$ cat config.mk
export PLATFORM = sky130hd
export DESIGN_NAME = aer_tx_arbiter
export DESIGN_NICKNAME = d
export VERILOG_FILES = /design/src/rtl/aer_tx_arbiter.sv
export SDC_FILE = /design/constraint.sdc
export NUM_CORES = 1
export LEC_CHECK = 0
export CAP_MARGIN = 15
export CELL_PAD_IN_SITES_DETAIL_PLACEMENT = 1
export CELL_PAD_IN_SITES_GLOBAL_PLACEMENT = 2
export CORE_ASPECT_RATIO = 1.25
export CORE_MARGIN = 4
export CORE_UTILIZATION = 28
export CTS_CLUSTER_SIZE = 40
export DETAILED_ROUTE_END_ITERATION = 8
export PLACE_DENSITY = 0.82
export SYNTH_ARGS = -nofsm -noshare
export SYNTH_HDL_FRONTEND = slang
export SYNTH_SLANG_ARGS = --single-unit
$ cat constraint.sdc
create_clock -name clk -period 2.2 [get_ports clk]
set_input_delay 0.33 -clock clk [delete_from_list [all_inputs] [get_ports clk]]
set_output_delay 0.33 -clock clk [all_outputs]
set_load 0.005 [all_outputs]
$ cat src/rtl/aer_tx_arbiter.sv
`default_nettype none
// ============================================================================
//  Module      : aer_tx_arbiter
//  Description : Shares one byte stream toward the UART transmitter between
//                AER spike events (2-byte frames) and readback words
//                (3-byte frames). Whole frames only, round-robin on ties.
//  Revision    : 1.0 - initial release
// ============================================================================
module aer_tx_arbiter #(
    parameter logic [7:0] HDR_SPIKE = 8'hF0,
    parameter logic [7:0] HDR_RB    = 8'hF1
) (
    input  logic        clk,
    input  logic        rst,
    input  logic [7:0]  AEROUT_ADDR,
    input  logic        AEROUT_REQ,
    output logic        AEROUT_ACK,
    input  logic [15:0] rb_data,
    input  logic        rb_valid,
    output logic        rb_ready,
    output logic [7:0]  m_axis_tdata,
    output logic        m_axis_tvalid,
    input  logic        m_axis_tready,
    output logic        busy
);

    localparam logic [1:0] c_IDLE     = 2'd0;
    localparam logic [1:0] c_SEND_HDR = 2'd1;
    localparam logic [1:0] c_SEND_B1  = 2'd2;
    localparam logic [1:0] c_SEND_B2  = 2'd3;

    logic [1:0]  r_state;
    logic [7:0]  r_tdata;
    logic        r_tvalid;
    logic        r_ack;
    logic        r_last_rb;     // 1: readback was the most recent grant
    logic        r_is_rb;       // frame in flight is a readback frame
    logic [7:0]  r_addr;
    logic [15:0] r_rb_data;

    logic [1:0]  w_state_nxt;
    logic [7:0]  w_tdata_nxt;
    logic        w_tvalid_nxt;
    logic        w_grant_spk;
    logic        w_grant_rb;
    logic        w_spk_done;
    logic        w_spk_elig;
    logic        w_rb_elig;
    logic        w_accept;

    // A spike that is already acknowledged must not be served again until
    // the 4-phase handshake returns to zero.
    assign w_spk_elig = AEROUT_REQ && !r_ack;
    assign w_rb_elig  = rb_valid;
    assign w_accept   = r_tvalid && m_axis_tready;

    // Next-state, next-output and grant decision.
    always_comb begin
        w_state_nxt  = r_state;
        w_tdata_nxt  = r_tdata;
        w_tvalid_nxt = r_tvalid;
        w_grant_spk  = 1'b0;
        w_grant_rb   = 1'b0;
        w_spk_done   = 1'b0;
        case (r_state)
            c_IDLE: begin
                w_tvalid_nxt = 1'b0;
                if (w_spk_elig && (!w_rb_elig || r_last_rb)) begin
                    w_grant_spk  = 1'b1;
                    w_state_nxt  = c_SEND_HDR;
                    w_tvalid_nxt = 1'b1;
                    w_tdata_nxt  = HDR_SPIKE;
                end else if (w_rb_elig) begin
                    w_grant_rb   = 1'b1;
                    w_state_nxt  = c_SEND_HDR;
                    w_tvalid_nxt = 1'b1;
                    w_tdata_nxt  = HDR_RB;
                end
            end
            c_SEND_HDR: begin
                if (w_accept) begin
                    w_state_nxt = c_SEND_B1;
                    w_tdata_nxt = r_is_rb ? r_rb_data[15:8] : r_addr;
                end
            end
            c_SEND_B1: begin
                if (w_accept) begin
                    if (r_is_rb) begin
                        w_state_nxt = c_SEND_B2;
                        w_tdata_nxt = r_rb_data[7:0];
                    end else begin
                        w_state_nxt  = c_IDLE;
                        w_tvalid_nxt = 1'b0;
                        w_spk_done   = 1'b1;
                    end
                end
            end
            default: begin
                if (w_accept) begin
                    w_state_nxt  = c_IDLE;
                    w_tvalid_nxt = 1'b0;
                end
            end
        endcase
    end

    // State, output byte, captured payloads, round-robin pointer and ACK.
    always_ff @(posedge clk) begin
        if (!rst) begin
            r_state   <= c_IDLE;
            r_tdata   <= 8'h00;
            r_tvalid  <= 1'b0;
            r_ack     <= 1'b0;
            r_last_rb <= 1'b1;
            r_is_rb   <= 1'b0;
            r_addr    <= 8'h00;
            r_rb_data <= 16'h0000;
        end else begin
            r_state  <= w_state_nxt;
            r_tdata  <= w_tdata_nxt;
            r_tvalid <= w_tvalid_nxt;
            if (w_grant_spk) begin
                r_addr    <= AEROUT_ADDR;
                r_is_rb   <= 1'b0;
                r_last_rb <= 1'b0;
            end else if (w_grant_rb) begin
                r_rb_data <= rb_data;
                r_is_rb   <= 1'b1;
                r_last_rb <= 1'b1;
            end
            // ACK rises after the last spike byte even if REQ already fell;
            // it then drops once REQ is seen low.
            if (w_spk_done) begin
                r_ack <= 1'b1;
            end else if (r_ack && !AEROUT_REQ) begin
                r_ack <= 1'b0;
            end
        end
    end

    assign rb_ready      = rst && w_grant_rb;
    assign AEROUT_ACK    = r_ack;
    assign m_axis_tdata  = r_tdata;
    assign m_axis_tvalid = r_tvalid;
    assign busy          = (r_state != c_IDLE);

endmodule
`default_nettype wire

[Word-level counts from Yosys, hierarchy flattened]
Index checks and enable logic that the tools add are counted.
Storage, ports and cells
  register bits: 38
  output and inout port bits: 12
  word-level logic and storage cells: 69
Operators by class
  equality and inequality tests: 7
  mux-type cells: 31
  bitwise logic cells: 3
  reductions and logical operators: 20
Operators with widths (count)
  2-to-1 mux 8 bit: 6
  one-hot mux 8 bit (3 select lines): 1
  2-to-1 mux 1 bit: 16
  2-to-1 mux 2 bit: 6
  inequality test 2 bit (second input constant): 4
  AND reduction 4 bit: 2
  nonzero test 2 bit: 4
  one-hot mux 2 bit (3 select lines): 1
  logical AND 1 bit: 5
  AND reduction 5 bit: 1
  logical NOT 1 bit: 3
  inequality test 3 bit (second input constant): 1
  NOT 1 bit: 3
  one-hot mux 1 bit (3 select lines): 1
  nonzero test 3 bit: 1
  == test 2 x 1 -> 1 bit (second input constant): 1
  == test 2 bit (second input constant): 1
  logical NOT 2 bit: 1
  AND reduction 2 bit: 1
  OR reduction 2 bit: 1
  logical OR 1 bit: 1

[Depth between registers and ports, before layout]
  depth after elaboration: 7
  mapped depth: 8
  mapped depth without buffers: 6

[Least setup slack after synthesis]
OpenSTA, ideal clock, no wires.
  path type: register -> output
  start: register r_state[0]
  end: output rb_ready
  arrival time: 1.305 ns
  slack: 0.565 ns
  stages on the path, launching flop included: 8
  path buffers: 2
  cells stage by stage: dfxtp_1 inv_1 ha_1 nand2_1 a21o_1 buf_2 buf_4 nor2_1
Between the ends
  word-level cells in the longest chain between the ends: 3
Ends and longest elaborated chain
  from (decl): line 32  | logic [1:0] r_state;
  from (signal assigned): line 110  | r_state <= c_IDLE;
  from (signal assigned): line 119  | r_state <= w_state_nxt;
  logical NOT 2 bit: line 65  | case (r_state)
  2-to-1 mux 1 bit: line 65
  logical AND 1 bit: line 141  | assign rb_ready = rst && w_grant_rb;
  to (decl): line 20  | output logic rb_ready,
No other way between the ends.

[Final worst setup path]
  start: register r_state[0]
  end: output busy
Between the ends
  word-level cells in the longest chain between the ends: 1
Ends and longest elaborated chain
  nonzero test 2 bit: line 145  | assign busy = (r_state != c_IDLE);
  to (decl): line 24  | output logic busy
No other way between the ends.

==> summary.md <==
| Metric | Value |
|---|---|
| Status | `complete, no violations` |
| CP Launch Type | `flop` |
| Overflow after GRT | `0` |
| Residual DRC | `0` |
| Root buf cell | `clkbuf_8` |
| Postcts setup bufs | `0` |
| Power Density | `1090 nW/um2` |
| Yosys top cell area share | `43.5%` |
| Post-synth top area cell | `dfxtp_1` |
| Pleak | `0.000939 uW` |
| Post-synth ARST share | `0%` |
| Syn Std Cell Area | `1750 um2` |
| TritonCTS clock tree | `built` |
| Most frequent cells in the layout | `nand2_1 (56), clkdlybuf4s50_1 (39), dfxtp_1 (38), mux2i_1 (26), a21oi_1 (23)` |
| DRT iter0 DRCs | `49` |
| Vias in the first global route | `1575` |
| GP Congestion | `0.772` |
| Finished Layout Cells | `332` |
| Most common cell after layout, fill and taps aside | `nand2_1` |
| Share of cells above drive strength 1 | `10.0%` |
| Clk slew on worst S/H paths | `0.07 ns` |
| Worst Max-Slew Pin Slew | `0.439 ns` |
| Mapped Nets | `239` |
| Peak supply drop | `0.427 mV` |
| Die X | `78.7 um` |
| Vias per cell | `4.58` |
| Synth Register Bits | `38` |
| Crit Path Max Fanout | `7` |
| Fmax | `482 MHz` |
| Die footprint | `7580 um2` |
| Slew Limit Fails | `0` |
| Clock skew | `0.00340 ns` |
| Wire length per cell | `13.5 um` |
| Vias | `1522` |
| Initial antenna violation count | `0` |
| Placed cells | `325` |
| Post-Synthesis Cells | `206` |
| Post-Route Utilization | `40.0%` |
| Chip Height | `96.4 um` |
| Post-synthesis sequential area ratio | `43.5%` |
| Area grow syn2layout | `35.6%` |
| Syn Area/Cell | `8.49 um2` |
| Largest net degree at the start of global routing | `30` |
| Antenna Cells | `0` |
| Clk_lat worst skew | `0.29 ns` |
| DP Wirelength | `3290 um` |
| Core Rows | `31` |
| Setup violators final | `0` |
| Clk buf depth | `2` |
| CTS Sinks | `38` |
| Distinct cell type count after synthesis | `29` |
| Number of routed nets with antenna violations | `0` |
| Core area | `5930 um2` |
| Post-Route WL | `4470 um` |
| Ys flop type | `dfxtp_1` |
| Worst EP arrival | `1.75 ns` |
| Kind of critical path | `flop to output pin` |
| DRT Pass-1 Iters | `4` |
| TritonCTS Buffers | `5` |
| Crit path required time | `1.87 ns` |
| Final hold vios | `0` |
| Hold Path Class | `flop to flop` |
| Max Cap Viol | `0` |
| Port bufs | `40` |
| Hold Path Depth | `2` |
| I/O pin cnt | `41` |
| Worst setup EP type | `output pin` |
| H-tree levels | `2` |
| Final worst-path cycle share | `94.4%` |
| RSZ-0062 raised after global routing | `no` |
| Post-synth EDFFs | `0` |
| Initial Util | `29.5%` |
| FF-to-FF path depth | `6` |
| First-pass GRT wire length | `7490 um` |
| Synth Warn # | `0` |
| Nets | `283` |
| Fin crit period | `2.08 ns` |
| Slew margin rel. | `70.7%` |
| Area contributors post-synth | `dfxtp_1 (43%), mux2i_1 (15%), nand2_1 (12%)` |
| Global Route Usage Sum | `12.8%` |
| TNS Setup | `0 ns` |
[worst paths after layout]
| check | from | end | slack (ns) |
|---|---|---|---|
| setup / recovery | r_state[0] | busy | 0.12 |
| hold / removal | r_rb_data[15] | r_rb_data[15] | 0.46 |
| setup reg to reg | r_state[0] | m_axis_tdata[0] | 0.37 |
| hold reg to reg | r_rb_data[15] | r_rb_data[15] | 0.46 |
[what timing repair did]
action                                  CTS  global route
resized for setup                         2             0
hold buffers                              0             0
endpoints found under the setup margin    1             0
[per-layer routing]
metal | share of wire [%] | vias up | global-route usage (%)
met5 | 0 | - | 0
li1 | - | 778 | -
met3 | 3.6 | 7 | 2.13
met2 | 48 | 30 | 21.2
met1 | 47 | 707 | 16.1
met4 | 2.1 | 0 | 6.56
[synth_stat cells (2+ instances only)]
master and instances:
nand3_1 4, a21oi_1 23, nand2_1 56, nor2_1 12, a21o_1 2, buf_2 4
o21ai_0 5, mux2i_1 26, dfxtp_1 38, ha_1 4, buf_4 2, clkbuf_1 6
o211ai_1 6, inv_1 3
[stage by stage]
step	setup slack, ns	cell area [um2]	hold WS, ns	total power, uW
after floorplan	0.565	1750	0.436	1650
after global placement	0.0309	2260	0.443	1990
after detailed placement	0.0425	2260	0.448	2000
after CTS	0.0977	2370	0.458	2620
after global routing	0.0170	2370	0.486	2760
final	0.124	2370	0.457	2580
[cell families (layout without fill, tap and decap cells)]
| logic type | count (synthesis) | after routing | share of synthesized area [%] |
|---|---|---|---|
| simple gates | 80 | 80 | 19.7 |
| compound gates | 39 | 39 | 13.4 |
| flops | 38 | 38 | 43.5 |
| mux | 27 | 27 | 15.5 |
| buf+inv | 18 | 62 | 5.01 |
| fa+ha+maj | 4 | 4 | 2.86 |
[registers in the layout, summed over array words and instances (netlist names)]
name,flops
m_axis_tdata,8
r_addr,8
m_axis_tvalid,1
r_state,2
AEROUT_ACK,1
r_rb_data,16
r_is_rb,1
r_last_rb,1
[critical path: stages (launching register included)]
cell and delay, ns:
dfxtp_1 0.39, inv_1 0.08, ha_1 0.22, buf_4 0.16, inv_2 0.10, clkdlybuf4s50_1 0.51
[cell type report]
| cell class | instances | area [um2] |
|---|---|---|
| Fill cell | 706 | 3560 |
| Timing Repair Buffer | 50 | 474 |
| Tap cell | 82 | 103 |
| Multi-Input combinational cell | 150 | 903 |
| Clock buffer | 6 | 82.6 |
| Clock inverter | 1 | 30.0 |
| Inverter | 5 | 18.8 |
| Sequential cell | 38 | 761 |
[power by group]
group / internal (uW) / switching, uW
logic: 523 / 541
clock network: 363 / 244
registers: 823 / 81.0
(Power assumes the default switching activity.)
